==> config.mk <==
export PLATFORM = sky130hd
export DESIGN_NAME = fib_bcd_converter
export DESIGN_NICKNAME = d
export VERILOG_FILES = /design/src/rtl/fib_bcd_converter_pkg.sv /design/src/rtl/fib_bcd_converter_digit_adj.sv /design/src/rtl/fib_bcd_converter.sv
export SDC_FILE = /design/constraint.sdc
export NUM_CORES = 1
export LEC_CHECK = 0
export ABC_AREA = 0
export CAP_MARGIN = 0
export CORE_MARGIN = 10
export CORE_UTILIZATION = 54
export CTS_CLUSTER_DIAMETER = 100
export DETAILED_ROUTE_END_ITERATION = 16
export MAX_ROUTING_LAYER = met4
export PLACE_DENSITY = 0.78
export SETUP_SLACK_MARGIN = 0.05
export SLEW_MARGIN = 25
export SYNTH_ARGS = -nofsm -noshare
export SYNTH_HDL_FRONTEND = slang
export SYNTH_SLANG_ARGS = --single-unit
==> constraint.sdc <==
create_clock -name clk -period 2.45 [get_ports clk]
set_input_delay 0.49 -clock clk [delete_from_list [all_inputs] [get_ports clk]]
set_output_delay 0.49 -clock clk [all_outputs]
set_load 0.01 [all_outputs]
==> src/rtl/fib_bcd_converter_pkg.sv <==
// Shared widths and FSM encodings for the Fibonacci value BCD converter.
package fib_bcd_converter_pkg;

    localparam int FIB_DATA_W = 8;
    localparam int BCD_DIG_W  = 4;

    localparam logic [1:0] ST_IDLE = 2'd0;
    localparam logic [1:0] ST_CONV = 2'd1;
    localparam logic [1:0] ST_DONE = 2'd2;

    typedef logic [BCD_DIG_W-1:0] bcd_digit_t;

endpackage

==> src/rtl/fib_bcd_converter_digit_adj.sv <==
// Double-dabble digit correction: add 3 to a BCD digit of 5 or more before the shift.
module bcd_digit_adj
    import fib_bcd_converter_pkg::*;
(
    input  bcd_digit_t din,
    output bcd_digit_t dout
);

    assign dout = (din >= bcd_digit_t'(5)) ? din + bcd_digit_t'(3) : din;

endmodule

==> src/rtl/fib_bcd_converter.sv <==
// Sequential shift-add-3 binary to BCD converter that follows a free-running value bus.
module fib_bcd_converter
    import fib_bcd_converter_pkg::*;
#(
    parameter int DATA_W = FIB_DATA_W,
    parameter int NDIG   = 3
) (
    input  logic                      clk,
    input  logic                      reset,
    input  logic [DATA_W-1:0]         din,
    output logic [BCD_DIG_W*NDIG-1:0] bcd,
    output logic                      valid,
    output logic                      busy,
    output logic                      missed
);

    localparam int CNT_W = (DATA_W > 1) ? $clog2(DATA_W) : 1;

    logic [1:0]                        state;
    logic [DATA_W-1:0]                 din_q;
    logic [DATA_W-1:0]                 last_conv;
    logic [DATA_W-1:0]                 shreg;
    logic                              force_conv;
    logic [CNT_W-1:0]                  cnt;
    logic [NDIG-1:0][BCD_DIG_W-1:0]    acc;
    logic [NDIG-1:0][BCD_DIG_W-1:0]    acc_adj;

    genvar g;
    generate
        for (g = 0; g < NDIG; g++) begin : g_dig
            bcd_digit_adj u_adj (
                .din  (acc[g]),
                .dout (acc_adj[g])
            );
        end
    endgenerate

    assign busy = (state != ST_IDLE);

    // The generator has no handshake, so its bus is sampled every cycle, reset or not.
    always_ff @(posedge clk) begin
        din_q <= din;
    end

    always_ff @(posedge clk) begin
        if (reset) begin
            state      <= ST_IDLE;
            force_conv <= 1'b1;
            last_conv  <= '0;
            shreg      <= '0;
            acc        <= '0;
            cnt        <= '0;
            bcd        <= '0;
            valid      <= 1'b0;
            missed     <= 1'b0;
        end else begin
            valid <= 1'b0;
            if (busy && (din_q != last_conv))
                missed <= 1'b1;
            case (state)
                ST_IDLE: begin
                    if (force_conv || (din_q != last_conv)) begin
                        shreg      <= din_q;
                        acc        <= '0;
                        cnt        <= '0;
                        last_conv  <= din_q;
                        force_conv <= 1'b0;
                        state      <= ST_CONV;
                    end
                end
                ST_CONV: begin
                    {acc, shreg} <= {acc_adj, shreg} << 1;
                    cnt          <= cnt + CNT_W'(1);
                    if (cnt == CNT_W'(DATA_W - 1))
                        state <= ST_DONE;
                end
                ST_DONE: begin
                    bcd   <= acc;
                    valid <= 1'b1;
                    state <= ST_IDLE;
                end
                default: state <= ST_IDLE;
            endcase
        end
    end

endmodule
==> flow_summary.ini <==
[clock_tree]
ctsResizeCount = 0
cts_tree = built
clock_path_buffers = 2
clk_pin_slew_ns = 0.09
numClockSinks = 56
cts_hold_buf = 0
h-tree-depth = 2
cts_root_buffer = clkbuf_8
clock_latency_ns = 0.31
cts_made_buffers = 5
cts_setup_buffers = 0

[timing]
rsz0062_at_grt = no
slew_viol_final = 0
worst_pin_slew_ns = 0.6098
layout_min_cycle_time_ns = 1.856
setup_viol = 0
setup_tns_ns = 0
fin_worst_skew_ns = 0.01274
timing.hold.ws_ns = 0.4583
max_freq_mhz = 538.8
finalHoldViolCount = 0
relSlewSlack = 0.5935
finalCritPeriodShare = 0.7575

[finish]
syn_to_final_growth_pct = 10.73
drive_above_1_share = 0.1003
final_util = 0.6232
fill_cells = 482
fin_nets = 366
final_common_cell = dfxtp_1
final_cell_mix = dfxtp_1, nand2_1, nor2_1
n_antenna_cell = 0
final_area_sq_um = 3203

[power]
vdd_drop_max_v = 0.0003401
totalPowerFinal_uw = 1750
leakage_uw = 0.001207
p_per_area_nw_per_um2 = 546.4

[critical_path]
worstPathRequired_ns = 1.96
cp-end-kind = output port
worstSetupStartpointType = flip-flop
cp.depth = 2
critical_path.cell_chain = or2_4 > clkdlybuf4s50_1
path_max_fanout = 2
rrSetupSlack_ns = 0.71
critical-path-max-stage-delay_ns = 0.49
critical_path.top_delay_family = buffers and inverters
startpoint = state[0]
cp_data_arrival_time_ns = 1.37
critical_path_class = flip-flop to output port
r2r.worst_path.cells = 4
crit_path_top_delay_cell = clkdlybuf4s50_1
cp_num_buf_inv = 1
rr_startpoint = din_q[5]
r2r_end = acc[0]

[floorplanning]
start_util = 0.5628
pin_count = 25
die_w_microns = 93.19
dieArea_sq_um = 8684
fp-row-count = 26
core_sq_um = 5140
die_h_microns = 93.19

[synthesis]
synth_mux_area_frac = 0.01384
synth_top_family_by_area = simple AND/OR/NAND/NOR gates
synth_xor_area_frac = 0.02422
syn_area_sq_um = 2893
syn_nets = 353
syn_inst = 335
synth-simple-area-share = 0.2738
synth-adder-area-share = 0.03460
seq_area_frac_synth = 0.3875
ys_warn_count = 0
synth_cell_types = 43
synth_compound_area_frac = 0.1903
synth-seq-cells = 56
syn_avg_cell_area_sq_um = 8.635

[run]
maxCapViolCount = 0

[global_routing]
grt_max_degree = 40
overflow = 0
track_usage = 0.1593
antenna_found_initial = 0
grt_pass1_wl_microns = 11340
grt_pass1_vias = 2308

[hold_path]
hp-class = flip-flop to flip-flop
hold_path_startpoint = bcd[7]
hold_path_end = bcd[7]
min_path_cells = 2

[detailed_routing]
drtIter0Drc = 243
vias = 2468
drc = 0
wl_per_cell_microns = 15.35
routed_wl_microns = 6432
firstDrtPassIters = 5
ant_nets = 0
drt-vias-per-instance = 5.890

[place]
routabilityCongestion = 0.8080
dp_hpwl_microns = 4381
dpl_cell_area_sq_um = 3105
io_buffers = 24

[status]
status = completed
-- per-stage QoR --
step,instances,worst slack (ns)
after floorplan,335,1.005
after global placement,411,0.6764
after detailed placement,411,0.5903
after CTS,419,0.5793
after global routing,419,0.5429
final,419,0.5942
-- Yosys cell counts --
cell type | instances | share of area
a211o_1 | 2 | 0.0061
a211oi_1 | 1 | 0.0026
a21oi_1 | 20 | 0.035
a31o_4 | 1 | 0.0061
a31oi_1 | 12 | 0.026
a31oi_4 | 2 | 0.015
and2_1 | 2 | 0.0043
and3_1 | 15 | 0.032
and4_1 | 1 | 0.0030
and4_4 | 2 | 0.0078
buf_1 | 1 | 0.0013
buf_2 | 5 | 0.0086
buf_4 | 1 | 0.0026
buf_6 | 7 | 0.027
clkbuf_1 | 11 | 0.014
clkbuf_8 | 1 | 0.0048
dfxtp_1 | 56 | 0.39
ha_1 | 8 | 0.035
inv_1 | 12 | 0.016
inv_2 | 1 | 0.0013
mux2i_1 | 4 | 0.014
nand2_1 | 36 | 0.047
nand2b_1 | 6 | 0.013
nand3_1 | 24 | 0.042
nand3_2 | 1 | 0.0035
nand3b_1 | 3 | 0.0078
nand4_1 | 2 | 0.0043
nor2_1 | 25 | 0.032
nor2b_1 | 2 | 0.0043
nor3_1 | 11 | 0.019
nor3b_1 | 2 | 0.0052
nor3b_2 | 8 | 0.035
o2111ai_1 | 2 | 0.0061
o211ai_1 | 4 | 0.010
o21ai_0 | 13 | 0.022
o21ai_1 | 1 | 0.0017
o221a_1 | 7 | 0.027
o221ai_1 | 6 | 0.018
o41ai_1 | 1 | 0.0030
o41ai_2 | 2 | 0.011
or2_4 | 1 | 0.0030
or3_1 | 5 | 0.011
xnor2_1 | 8 | 0.024
-- per-layer routing --
metal	global-route usage	up-vias	part of all wire
met1	0.2141	1168	0.48
met5	-	-	0
li1	-	1219	-
met4	0.05013	0	0.0098
met3	0.03837	7	0.063
met2	0.2290	74	0.45
-- power by group --
part	switching (uW)	internal (uW)	total (uW)
Clock	300	229	529
Sequential	38.5	951	989
Combinational	136	95.6	231
-- flip-flops by register name, summed over array words and instances, names as in the netlist --
register	flops
valid	1
missed	1
state	2
cnt	3
force_conv	1
acc	12
bcd	12
shreg	8
last_conv	8
din_q	8
-- worst register-to-register path: stages, from the launching register on --
cell and delay [ns]:
dfxtp_1 0.44, xnor2_1 0.17, and4_4 0.40, nand3_2 0.29
o41ai_1 0.33
-- area by class of cell --
cell class | instances | area [sq um] | area share
Sequential cell | 56 | 1121 | 0.3500
Tap cell | 70 | 87.58 | 0.02734
Clock buffer | 6 | 82.58 | 0.02578
Multi-Input combinational cell | 240 | 1553 | 0.4848
Clock inverter | 2 | 15.01 | 0.004688
Timing Repair Buffer | 32 | 295.3 | 0.09219
Inverter | 13 | 48.80 | 0.01523
-- worst max path at each step --
stage               slack (ns)      to
global route              0.54    busy
CTS                       0.58    busy
detailed placement        0.59  cnt[2]
floorplan                 1.01    busy
global placement          0.68  cnt[2]
finish                    0.59    busy
-- cells by family after synthesis --
| logic type | count (synthesis) |
|---|---|
| adder cells (fa/ha/maj) | 8 |
| AND/OR/NAND/NOR | 146 |
| multiplexers | 4 |
| XOR/XNOR | 8 |
| AO/OA/AOI/OAI | 74 |
| flip-flops | 56 |
| buffers and inverters | 39 |
Power figures use the tool's default switching activity.
